`src/rtl/risc8_dmem_arb_pkg.sv`:
```
// Shared bus definitions for the risc8 data-memory arbiter.
// Optional build macro: RISC8_DMEM_ARB_RR_EN (round-robin conflict resolution).
`ifndef RISC8_BUS_DEFS_VH
`define RISC8_BUS_DEFS_VH
`define RISC8_AW 16
`define RISC8_DW 8
`endif

package risc8_dmem_arb_pkg;
  localparam int RISC8_AW = `RISC8_AW;
  localparam int RISC8_DW = `RISC8_DW;

  // Upper bound of the IO window; addresses below this go to IO decode.
  localparam logic [RISC8_AW-1:0] IO_LIMIT = 16'h0060;

  typedef enum logic {
    OWNER_A = 1'b0,
    OWNER_B = 1'b1
  } owner_e;

  function automatic logic is_io_addr(input logic [RISC8_AW-1:0] addr);
    return addr < IO_LIMIT;
  endfunction
endpackage

```
`src/rtl/risc8_dmem_arb_if.sv`:
```
// Requester / memory bus bundle for the risc8 data-memory arbiter.
// slave: arbiter view. master: requesters + RAM/IO view.
interface risc8_dmem_arb_if #(
  parameter int AW = 16,
  parameter int DW = 8
);
  logic          a_req;
  logic          a_we;
  logic [AW-1:0] a_addr;
  logic [DW-1:0] a_wdata;
  logic          a_gnt;
  logic          a_rvalid;
  logic [DW-1:0] a_rdata;

  logic          b_req;
  logic          b_we;
  logic [AW-1:0] b_addr;
  logic [DW-1:0] b_wdata;
  logic          b_lock;
  logic          b_gnt;
  logic          b_rvalid;
  logic [DW-1:0] b_rdata;

  logic [AW-1:0] mem_addr;
  logic          mem_wen;
  logic          mem_ren;
  logic [DW-1:0] mem_wdata;
  logic [DW-1:0] mem_rdata;

  modport slave (
    input  a_req, a_we, a_addr, a_wdata,
    input  b_req, b_we, b_addr, b_wdata, b_lock,
    input  mem_rdata,
    output a_gnt, a_rvalid, a_rdata,
    output b_gnt, b_rvalid, b_rdata,
    output mem_addr, mem_wen, mem_ren, mem_wdata
  );

  modport master (
    output a_req, a_we, a_addr, a_wdata,
    output b_req, b_we, b_addr, b_wdata, b_lock,
    output mem_rdata,
    input  a_gnt, a_rvalid, a_rdata,
    input  b_gnt, b_rvalid, b_rdata,
    input  mem_addr, mem_wen, mem_ren, mem_wdata
  );
endinterface

```
`src/rtl/risc8_dmem_arb_grant.sv`:
```
// Pure combinational grant resolver for the data-memory arbiter.
// Macro RISC8_DMEM_ARB_RR_EN swaps the starvation flag for a last-owner bit.
module risc8_dmem_arb_grant
  import risc8_dmem_arb_pkg::*;
(
  input  logic       a_req_i,
  input  logic       b_req_i,
  input  logic       lock_held_i,
`ifdef RISC8_DMEM_ARB_RR_EN
  input  owner_e     last_owner_i,
`else
  input  logic       starve_i,
`endif
  output logic [1:0] gnt_o        // [0] = port A, [1] = port B
);

  // Lock beats everything; lock with B idle leaves the bus idle on purpose.
  always_comb begin
    gnt_o = 2'b00;
    if (lock_held_i) begin
      gnt_o[1] = b_req_i;
`ifdef RISC8_DMEM_ARB_RR_EN
    end else if (a_req_i && b_req_i) begin
      gnt_o = (last_owner_i == OWNER_B) ? 2'b01 : 2'b10;
`else
    end else if (starve_i && b_req_i) begin
      gnt_o = 2'b10;
`endif
    end else if (a_req_i) begin
      gnt_o = 2'b01;
    end else if (b_req_i) begin
      gnt_o = 2'b10;
    end
  end

endmodule

```
`src/rtl/risc8_dmem_arb.sv`:
```
// Two-port arbiter for the single-port data RAM / IO bus.
// Port A (core) has priority; port B gets starvation relief and an atomic lock.
// Macro RISC8_DMEM_ARB_RR_EN: round-robin conflicts instead of priority+starvation.
module risc8_dmem_arb
  import risc8_dmem_arb_pkg::*;
#(
  parameter int AW       = RISC8_AW,
  parameter int DW       = RISC8_DW,
  parameter int MAX_WAIT = 4
) (
  input  logic               clk,
  input  logic               reset,
  risc8_dmem_arb_if.slave    bus
);

  logic [1:0]    gnt;
  logic          gnt_any;
  logic          gnt_we;
  logic [AW-1:0] mem_addr_d;
  logic [DW-1:0] mem_wdata_d;

  logic          lock_held_q, lock_held_d;
  logic          rd_pend_q, rd_pend_d;
  owner_e        rd_owner_q, rd_owner_d;

`ifdef RISC8_DMEM_ARB_RR_EN
  owner_e        last_owner_q, last_owner_d;

  risc8_dmem_arb_grant u_grant (
    .a_req_i      (bus.a_req),
    .b_req_i      (bus.b_req),
    .lock_held_i  (lock_held_q),
    .last_owner_i (last_owner_q),
    .gnt_o        (gnt)
  );

  // Remember who was granted last so the next conflict goes the other way.
  always_comb begin
    last_owner_d = last_owner_q;
    if (gnt_any) last_owner_d = gnt[1] ? OWNER_B : OWNER_A;
  end

  // Reset to B so that A wins the first conflict.
  always_ff @(posedge clk or negedge reset) begin
    if (!reset) last_owner_q <= OWNER_B;
    else        last_owner_q <= last_owner_d;
  end
`else
  localparam logic [3:0] MAX_WAIT_C = 4'(MAX_WAIT);

  logic [3:0]    starve_cnt_q, starve_cnt_d;
  logic          starve;

  assign starve = (starve_cnt_q == MAX_WAIT_C);

  risc8_dmem_arb_grant u_grant (
    .a_req_i     (bus.a_req),
    .b_req_i     (bus.b_req),
    .lock_held_i (lock_held_q),
    .starve_i    (starve),
    .gnt_o       (gnt)
  );

  // Count consecutive denied B cycles, saturating at MAX_WAIT.
  always_comb begin
    starve_cnt_d = starve_cnt_q;
    if (gnt[1] || !bus.b_req)    starve_cnt_d = 4'd0;
    else if (!starve)            starve_cnt_d = starve_cnt_q + 4'd1;
  end

  // Starvation counter register.
  always_ff @(posedge clk or negedge reset) begin
    if (!reset) starve_cnt_q <= 4'd0;
    else        starve_cnt_q <= starve_cnt_d;
  end
`endif

  assign gnt_any   = |gnt;
  assign gnt_we    = gnt[1] ? bus.b_we : bus.a_we;
  assign bus.a_gnt = gnt[0];
  assign bus.b_gnt = gnt[1];

  // Route the granted port onto the memory bus; idle bus is all zeros.
  always_comb begin
    mem_addr_d  = '0;
    mem_wdata_d = '0;
    if (gnt[0]) begin
      mem_addr_d  = bus.a_addr;
      mem_wdata_d = bus.a_wdata;
    end else if (gnt[1]) begin
      mem_addr_d  = bus.b_addr;
      mem_wdata_d = bus.b_wdata;
    end
  end

  assign bus.mem_addr  = mem_addr_d;
  assign bus.mem_wdata = mem_wdata_d;
  assign bus.mem_wen   = gnt_any & gnt_we;
  assign bus.mem_ren   = gnt_any & ~gnt_we;

  // Lock tracking and read-return bookkeeping.
  always_comb begin
    lock_held_d = lock_held_q;
    if (!bus.b_lock)  lock_held_d = 1'b0;
    else if (gnt[1])  lock_held_d = 1'b1;

    rd_pend_d  = gnt_any & ~gnt_we;
    rd_owner_d = rd_owner_q;
    if (rd_pend_d) rd_owner_d = gnt[1] ? OWNER_B : OWNER_A;
  end

  // Lock and pending-read registers; reset drops any in-flight read.
  always_ff @(posedge clk or negedge reset) begin
    if (!reset) begin
      lock_held_q <= 1'b0;
      rd_pend_q   <= 1'b0;
      rd_owner_q  <= OWNER_A;
    end else begin
      lock_held_q <= lock_held_d;
      rd_pend_q   <= rd_pend_d;
      rd_owner_q  <= rd_owner_d;
    end
  end

  // RAM data is valid the cycle after the read strobe; steer it to the owner.
  assign bus.a_rvalid = rd_pend_q & (rd_owner_q == OWNER_A);
  assign bus.b_rvalid = rd_pend_q & (rd_owner_q == OWNER_B);
  assign bus.a_rdata  = bus.a_rvalid ? bus.mem_rdata : '0;
  assign bus.b_rdata  = bus.b_rvalid ? bus.mem_rdata : '0;

endmodule
```
`src/flat_wrapper.sv`:
```
// flat-port wrapper written by rule: the top's interface ports become plain ports
module risc8_dmem_arb_flat import risc8_dmem_arb_pkg::*;
#(
  parameter int AW       = RISC8_AW,
  parameter int DW       = RISC8_DW,
  parameter int MAX_WAIT = 4
)
  (clk, reset, bus_a_req, bus_a_we, bus_a_addr, bus_a_wdata, bus_b_req, bus_b_we, bus_b_addr, bus_b_wdata, bus_b_lock, bus_mem_rdata, bus_a_gnt, bus_a_rvalid, bus_a_rdata, bus_b_gnt, bus_b_rvalid, bus_b_rdata, bus_mem_addr, bus_mem_wen, bus_mem_ren, bus_mem_wdata);
  risc8_dmem_arb_if #(.AW(AW), .DW(DW)) bus_i ();
  input  logic clk;
  input  logic reset;
  input wire logic [$bits(bus_i.a_req)-1:0] bus_a_req;
  input wire logic [$bits(bus_i.a_we)-1:0] bus_a_we;
  input wire logic [$bits(bus_i.a_addr)-1:0] bus_a_addr;
  input wire logic [$bits(bus_i.a_wdata)-1:0] bus_a_wdata;
  input wire logic [$bits(bus_i.b_req)-1:0] bus_b_req;
  input wire logic [$bits(bus_i.b_we)-1:0] bus_b_we;
  input wire logic [$bits(bus_i.b_addr)-1:0] bus_b_addr;
  input wire logic [$bits(bus_i.b_wdata)-1:0] bus_b_wdata;
  input wire logic [$bits(bus_i.b_lock)-1:0] bus_b_lock;
  input wire logic [$bits(bus_i.mem_rdata)-1:0] bus_mem_rdata;
  output wire logic [$bits(bus_i.a_gnt)-1:0] bus_a_gnt;
  output wire logic [$bits(bus_i.a_rvalid)-1:0] bus_a_rvalid;
  output wire logic [$bits(bus_i.a_rdata)-1:0] bus_a_rdata;
  output wire logic [$bits(bus_i.b_gnt)-1:0] bus_b_gnt;
  output wire logic [$bits(bus_i.b_rvalid)-1:0] bus_b_rvalid;
  output wire logic [$bits(bus_i.b_rdata)-1:0] bus_b_rdata;
  output wire logic [$bits(bus_i.mem_addr)-1:0] bus_mem_addr;
  output wire logic [$bits(bus_i.mem_wen)-1:0] bus_mem_wen;
  output wire logic [$bits(bus_i.mem_ren)-1:0] bus_mem_ren;
  output wire logic [$bits(bus_i.mem_wdata)-1:0] bus_mem_wdata;
  assign bus_i.a_req = bus_a_req;
  assign bus_i.a_we = bus_a_we;
  assign bus_i.a_addr = bus_a_addr;
  assign bus_i.a_wdata = bus_a_wdata;
  assign bus_i.b_req = bus_b_req;
  assign bus_i.b_we = bus_b_we;
  assign bus_i.b_addr = bus_b_addr;
  assign bus_i.b_wdata = bus_b_wdata;
  assign bus_i.b_lock = bus_b_lock;
  assign bus_i.mem_rdata = bus_mem_rdata;
  assign bus_a_gnt = bus_i.a_gnt;
  assign bus_a_rvalid = bus_i.a_rvalid;
  assign bus_a_rdata = bus_i.a_rdata;
  assign bus_b_gnt = bus_i.b_gnt;
  assign bus_b_rvalid = bus_i.b_rvalid;
  assign bus_b_rdata = bus_i.b_rdata;
  assign bus_mem_addr = bus_i.mem_addr;
  assign bus_mem_wen = bus_i.mem_wen;
  assign bus_mem_ren = bus_i.mem_ren;
  assign bus_mem_wdata = bus_i.mem_wdata;
  risc8_dmem_arb #(.AW(AW), .DW(DW), .MAX_WAIT(MAX_WAIT)) u_core (.clk(clk), .reset(reset), .bus(bus_i));
endmodule
```
`config.mk`:
```
export PLATFORM = sky130hd
export DESIGN_NAME = risc8_dmem_arb_flat
export DESIGN_NICKNAME = d
export VERILOG_FILES = /design/src/rtl/risc8_dmem_arb_pkg.sv /design/src/rtl/risc8_dmem_arb_if.sv /design/src/rtl/risc8_dmem_arb_grant.sv /design/src/rtl/risc8_dmem_arb.sv /design/src/flat_wrapper.sv
export SDC_FILE = /design/constraint.sdc
export NUM_CORES = 1
export LEC_CHECK = 0
export CORE_MARGIN = 2
export CORE_UTILIZATION = 21
export DETAILED_ROUTE_END_ITERATION = 7
export GPL_TIMING_DRIVEN = 0
export PLACE_DENSITY = 0.73
export SLEW_MARGIN = 20
export SYNTH_ARGS = -nofsm -noshare
export SYNTH_HDL_FRONTEND = slang
export SYNTH_SLANG_ARGS = --single-unit
```
`constraint.sdc`:
```
create_clock -name clk -period 1.4 [get_ports clk]
set_input_delay 0.21 -clock clk [delete_from_list [all_inputs] [get_ports clk]]
set_output_delay 0.21 -clock clk [all_outputs]
set_load 0.005 [all_outputs]
```
==> metrics.cfg <==
[run_status]
status = complete, but fails checks
violations = negative setup slack

[cts]
clk_latency_ns = 0.26
ctsHoldBuffers = 0
numCtsBuffers = 3
cts_sinks = 7
cts_buffer_depth = 2
cts_tree = done
path_clk_slew_ns = 0.06
h-tree-depth = 1
root_buffer = clkbuf_4

[final_layout]
multi_input_area_sq_um = 564
seqCellArea_sq_um = 175
area_delta_synth_final_pct = 201
drive_gt1_frac = 0.477
final_common_cell = clkdlybuf4s50_1
fin_nets = 288
final_cell_mix = clkdlybuf4s50_1 (62), buf_6 (39), buf_2 (27)
fill_cells = 265
antennaDiodeCount = 0

[worst_hold_path]
min_path_type = input port to asynchronous set/reset pin

[sta]
finalCritPeriodShare = 1.49
tightest_slew_ns = 0.385
setup_ws_ns = -0.687
max_freq_mhz = 479
period_minus_slack_ns = 2.09
slew-limit-headroom = 0.743
setup_violations = 41
drv_slew = 0
hold_viol = 0
worst_hold_slack_ns = 0.212
rsz0062_at_grt = true
fin_worst_skew_ns = 0.00707

[synthesis]
ys_seq_elements = 7
syn-num-nets = 144
synth-seq-area-share = 0.241
netlist_instances = 79
yosys_warnings = 0
synth_cell_types = 22
postSynthAreaPerCell_sq_um = 9.19
syn_area_sq_um = 726

[critical_path]
worstReg2RegStart = u_core.starve_cnt_q[1]
path_max_fanout = 5
r2r-end = u_core.starve_cnt_q[0]
r2r_slack_ns = -0.26
cp-end-kind = primary output
path_cells = inv_1 -> ha_4 -> and3b_4 -> o21ai_4 -> inv_4 -> buf_6 -> buf_6 -> a22o_1 -> buf_2
start_kind = flip-flop
ff2ff_path_depth = 9
slowest_stage = dfrtp_1
required_ns = 1.19
critPathBufInv = 5
crit_top_cell = buf_6
slowest_delay_ns = 0.36
critPathKind = flip-flop to primary output
cp_data_arrival_time_ns = 1.88
crit_family = buffers and inverters

[detailed_routing]
via_count = 1230
drt_iter0_drc = 50
wire_per_inst_microns = 16.7
drc = 0
firstDrtPassIters = 4
viasPerCell = 4.59
routed_wl_mm = 4.47
drtAntennaViolNets = 0

[global_routing]
grt_first_pass_wirelength_mm = 6.53
grt_max_degree = 10
grt_pass1_vias = 1268
grt_antenna_before_repair = 0
grt_usage = 0.211
overflow = 0

[power_and_ir_drop]
total_power_mw = 1.17
ir_drop_mv = 0.189
p_per_area_nw_per_um2 = 536
p_leak_nw = 1.09

[floorplan]
die_x_microns = 62.8
dieArea_sq_um = 3940
row_count = 21
coreArea_sq_um = 3340
initial_core_util = 0.217
pin_count = 109
die_h_microns = 62.8

[place]
numPortBuffers = 108
gp_congestion = 0.935
dp_hpwl_mm = 3.11

[flow_run]
maxCapViolCount = 0

-- state kept, by name, summed over array words and instances, names as in the netlist --
name                 flops
u_core.lock_held_q       1
u_core.rd_owner_q        1
u_core.rd_pend_q         1
u_core.starve_cnt_q      4
-- how the worst max path moves through the flow --
stage	startpoint	endpoint	cells after the start
after global routing	u_core.starve_cnt_q[1]	bus_mem_addr[2]	9
after detailed placement	bus_b_req	bus_mem_addr[4]	5
after global placement	bus_b_req	bus_mem_addr[13]	5
after CTS	u_core.starve_cnt_q[1]	bus_mem_wdata[1]	9
after floorplan	u_core.starve_cnt_q[0]	bus_mem_addr[13]	7
final	u_core.starve_cnt_q[1]	bus_mem_addr[2]	9
-- power by group --
group          switching [mW]  internal (mW)
clock network          0.0831          0.109
logic                   0.250          0.503
registers             0.00884          0.214
-- synthesized netlist by cell type, drive strengths merged --
master,number,share of area
nor2b,1,0.0086
o211ai,1,0.010
and3b,1,0.017
nand3,2,0.014
ha,2,0.034
xnor2,1,0.012
dfrtp,7,0.24
o221a,1,0.016
o21ai,2,0.029
buf,5,0.052
inv,4,0.024
nand2b,1,0.012
and2,9,0.078
xor2,1,0.012
a21oi,1,0.012
clkbuf,2,0.010
a22o,25,0.30
o2bb2ai,1,0.012
and3,12,0.10
-- metal layers --
metal / part of all wire / wire [microns] / track usage / vias to the layer above
met2: 0.54 / 2400 / 0.392 / 60
met1: 0.36 / 1630 / 0.221 / 564
met4: 0.037 / 167 / 0.100 / 0
li1: - / - / - / 590
met3: 0.060 / 269 / 0.0486 / 16
met5: 0 / 0 / 0 / -
-- through the flow --
| stage | util | instance area, sq um | TNS, ns | setup WS [ns] | cells |
|---|---|---|---|---|---|
| 5_1_grt | 0.654 | 2180 | -22.29 | -0.748 | 268 |
| 3_3_place_gp | 0.562 | 1880 | -23.36 | -0.758 | 233 |
| 2_1_floorplan | - | 737 | -3.21 | -0.152 | 79 |
| 3_5_place_dp | 0.562 | 1880 | -24.91 | -0.794 | 233 |
| 6_report | 0.654 | 2180 | -19.93 | -0.687 | 268 |
| 4_1_cts | 0.615 | 2050 | -17.85 | -0.666 | 263 |
-- repair_timing --
action	4_1_cts	5_1_grt
resized for setup	202	44
setup endpoints to repair	50	49
pin swaps	15	14
cloned	5	0
setup buffers	22	11
-- layout make-up --
class	instances	share of cell area
inverter	4	0.00803
timing repair buffer	141	0.587
clock buffer	4	0.0120
tap	46	0.0264
buffer	5	0.0275
sequential	7	0.0803
multi-input combinational	61	0.259
-- logic make-up after synthesis --
family,after synthesis,share of synthesized area
and+or+nand+nor,26,0.233
adders and majority gates,2,0.0345
DFF,7,0.241
AOI/OAI and AO/OA,31,0.381
buffers and inverters,11,0.0862
xor gates and xnor gates,2,0.0241
No activity file was read; power rests on OpenSTA's default activity.
==> RTL edit (config.mk and constraints unchanged) <==
Change the macro `RISC8_DW` from 8 to 6.
--- a/src/rtl/risc8_dmem_arb_pkg.sv
+++ b/src/rtl/risc8_dmem_arb_pkg.sv
@@ -5,3 +5,3 @@
 `define RISC8_AW 16
-`define RISC8_DW 8
+`define RISC8_DW 6
 `endif
Ports: changed (6 resized); port bits go from 109 to 97. The function was not compared with the original's and may differ.
==> RTL edit against the unedited design <==
Setup slack better by 0.016 ns; routed wire length is 13% lower; total power is 2.5% lower; sequential power is 3% higher; area after synthesis is 5.5% lower; final area is 4.2% lower; the run still ends with setup timing left; sequential cell count stayed put; via count is 5.5% lower; combinational power is 4.6% lower; die area is 5.2% lower; clock skew is 0.0069 ns lower; sequential share of layout area is 0.41 points higher.
==> RTL edit: results <==
export IMPL_stdcell_area_um2=2090
export IMPL_placed_cells=211
export IMPL_critPathArrivalTime_ns=1.86
export IMPL_met1_usage=0.189
export IMPL_violations="setup timing"
export IMPL_setup_viol=41
export IMPL_pre_cts_ws_ns=-0.814
export IMPL_r2r_start="u_core.starve_cnt_q[0]$_DFFE_PN0P_"
export IMPL_htree_levels=1
export IMPL_ctsResizeCount=184
export IMPL_whs_ns=0.217
export IMPL_largest_register="u_core.starve_cnt_q"
export IMPL_yosys_top_cells_area="a22o_1, dfrtp_1, and3_1"
export IMPL_numPortBuffers=96
export IMPL_final_layout_size_suffix_gt1_frac=0.527
export IMPL_synthArstFlopShare=1.00
export IMPL_met3_length_um=229
export IMPL_final_setup_worst_slack_ns=-0.671
export IMPL_via_count=1162
export IMPL_critPathCapture="bus_mem_addr[9]"
export IMPL_seq_power_share=0.201
export IMPL_grt_use_met3=0.0273
export IMPL_slowest_stage="dfrtp_1"
export IMPL_relSlewSlack=0.719
export IMPL_use_met2=0.357
export IMPL_p_per_area_nw_per_um2=546
export IMPL_grt_pass1_vias=1210
export IMPL_grt_pass1_wl_um=5150
export IMPL_setup_tns_ns=-16.26
export IMPL_syn_mean_instance_area_um2=9.66
export IMPL_reg2reg_depth=7
export IMPL_grt_usage=0.186
export IMPL_sw_frac_of_total=0.288
export IMPL_synth_fp_nets=130
export IMPL_irDropWorstVdd_uv=252
export IMPL_clock_skew_ns=0.000155
export IMPL_post_cts_buffers=26
export IMPL_place_area_um2=1710
export IMPL_status="finished, violations left"
export IMPL_synth_cells_most_frequent="a22o_1, and3_1, and2_1, dfrtp_1, buf_6"
export IMPL_routed_wl_met2_um=2220
export IMPL_rrSetupSlack_ns=-0.04
export IMPL_leakage_nw=1.00
export IMPL_fillCellCount=254
export IMPL_grt_max_degree=9
export IMPL_place_gp_congestion=0.706
export IMPL_fin_nets=265
export IMPL_timing_rr_end="u_core.starve_cnt_q[3]$_DFFE_PN0P_"
export IMPL_worstPathMaxFanout=4
export IMPL_drt_initial_drc_count=19
export IMPL_p_clk_frac=0.169
export IMPL_ys_types=21
export IMPL_drt_wl_total_um=3880
export IMPL_hpwl_um=2670
export IMPL_yosysSeqAreaShare=0.255
export IMPL_wl_per_cell_um=15.6
export IMPL_drt_met1_wl_um=1310
## RTL edit: worst max-delay path, delay by kind of cell, from the launching register on
family,cells,cell delay [ns]
buffers and inverters,5,0.51
AOI/OAI and AO/OA,2,0.39
DFF,1,0.36
and+or+nand+nor,1,0.21
adders and majority gates,1,0.15
## RTL edit: logic make-up (layout without fill, tap and decap cells)
family          Yosys count  after routing  share of synthesized area
buf+inv                   9            143                     0.0949
compound gates           29             29                      0.378
simple gates             22             22                      0.210
flops                     7              7                      0.255
xor+xnor                  2              2                     0.0256
fa+ha+maj                 2              2                     0.0365
## RTL edit: area by class of cell
cell class | count | area, um2 | area share
clock buffer | 4 | 26.3 | 0.0126
multi-input combinational | 55 | 552 | 0.264
tap | 44 | 55.1 | 0.0263
buffer | 5 | 56.3 | 0.0269
inverter | 4 | 17.5 | 0.00838
sequential | 7 | 176 | 0.0844
timing repair buffer | 130 | 1210 | 0.577
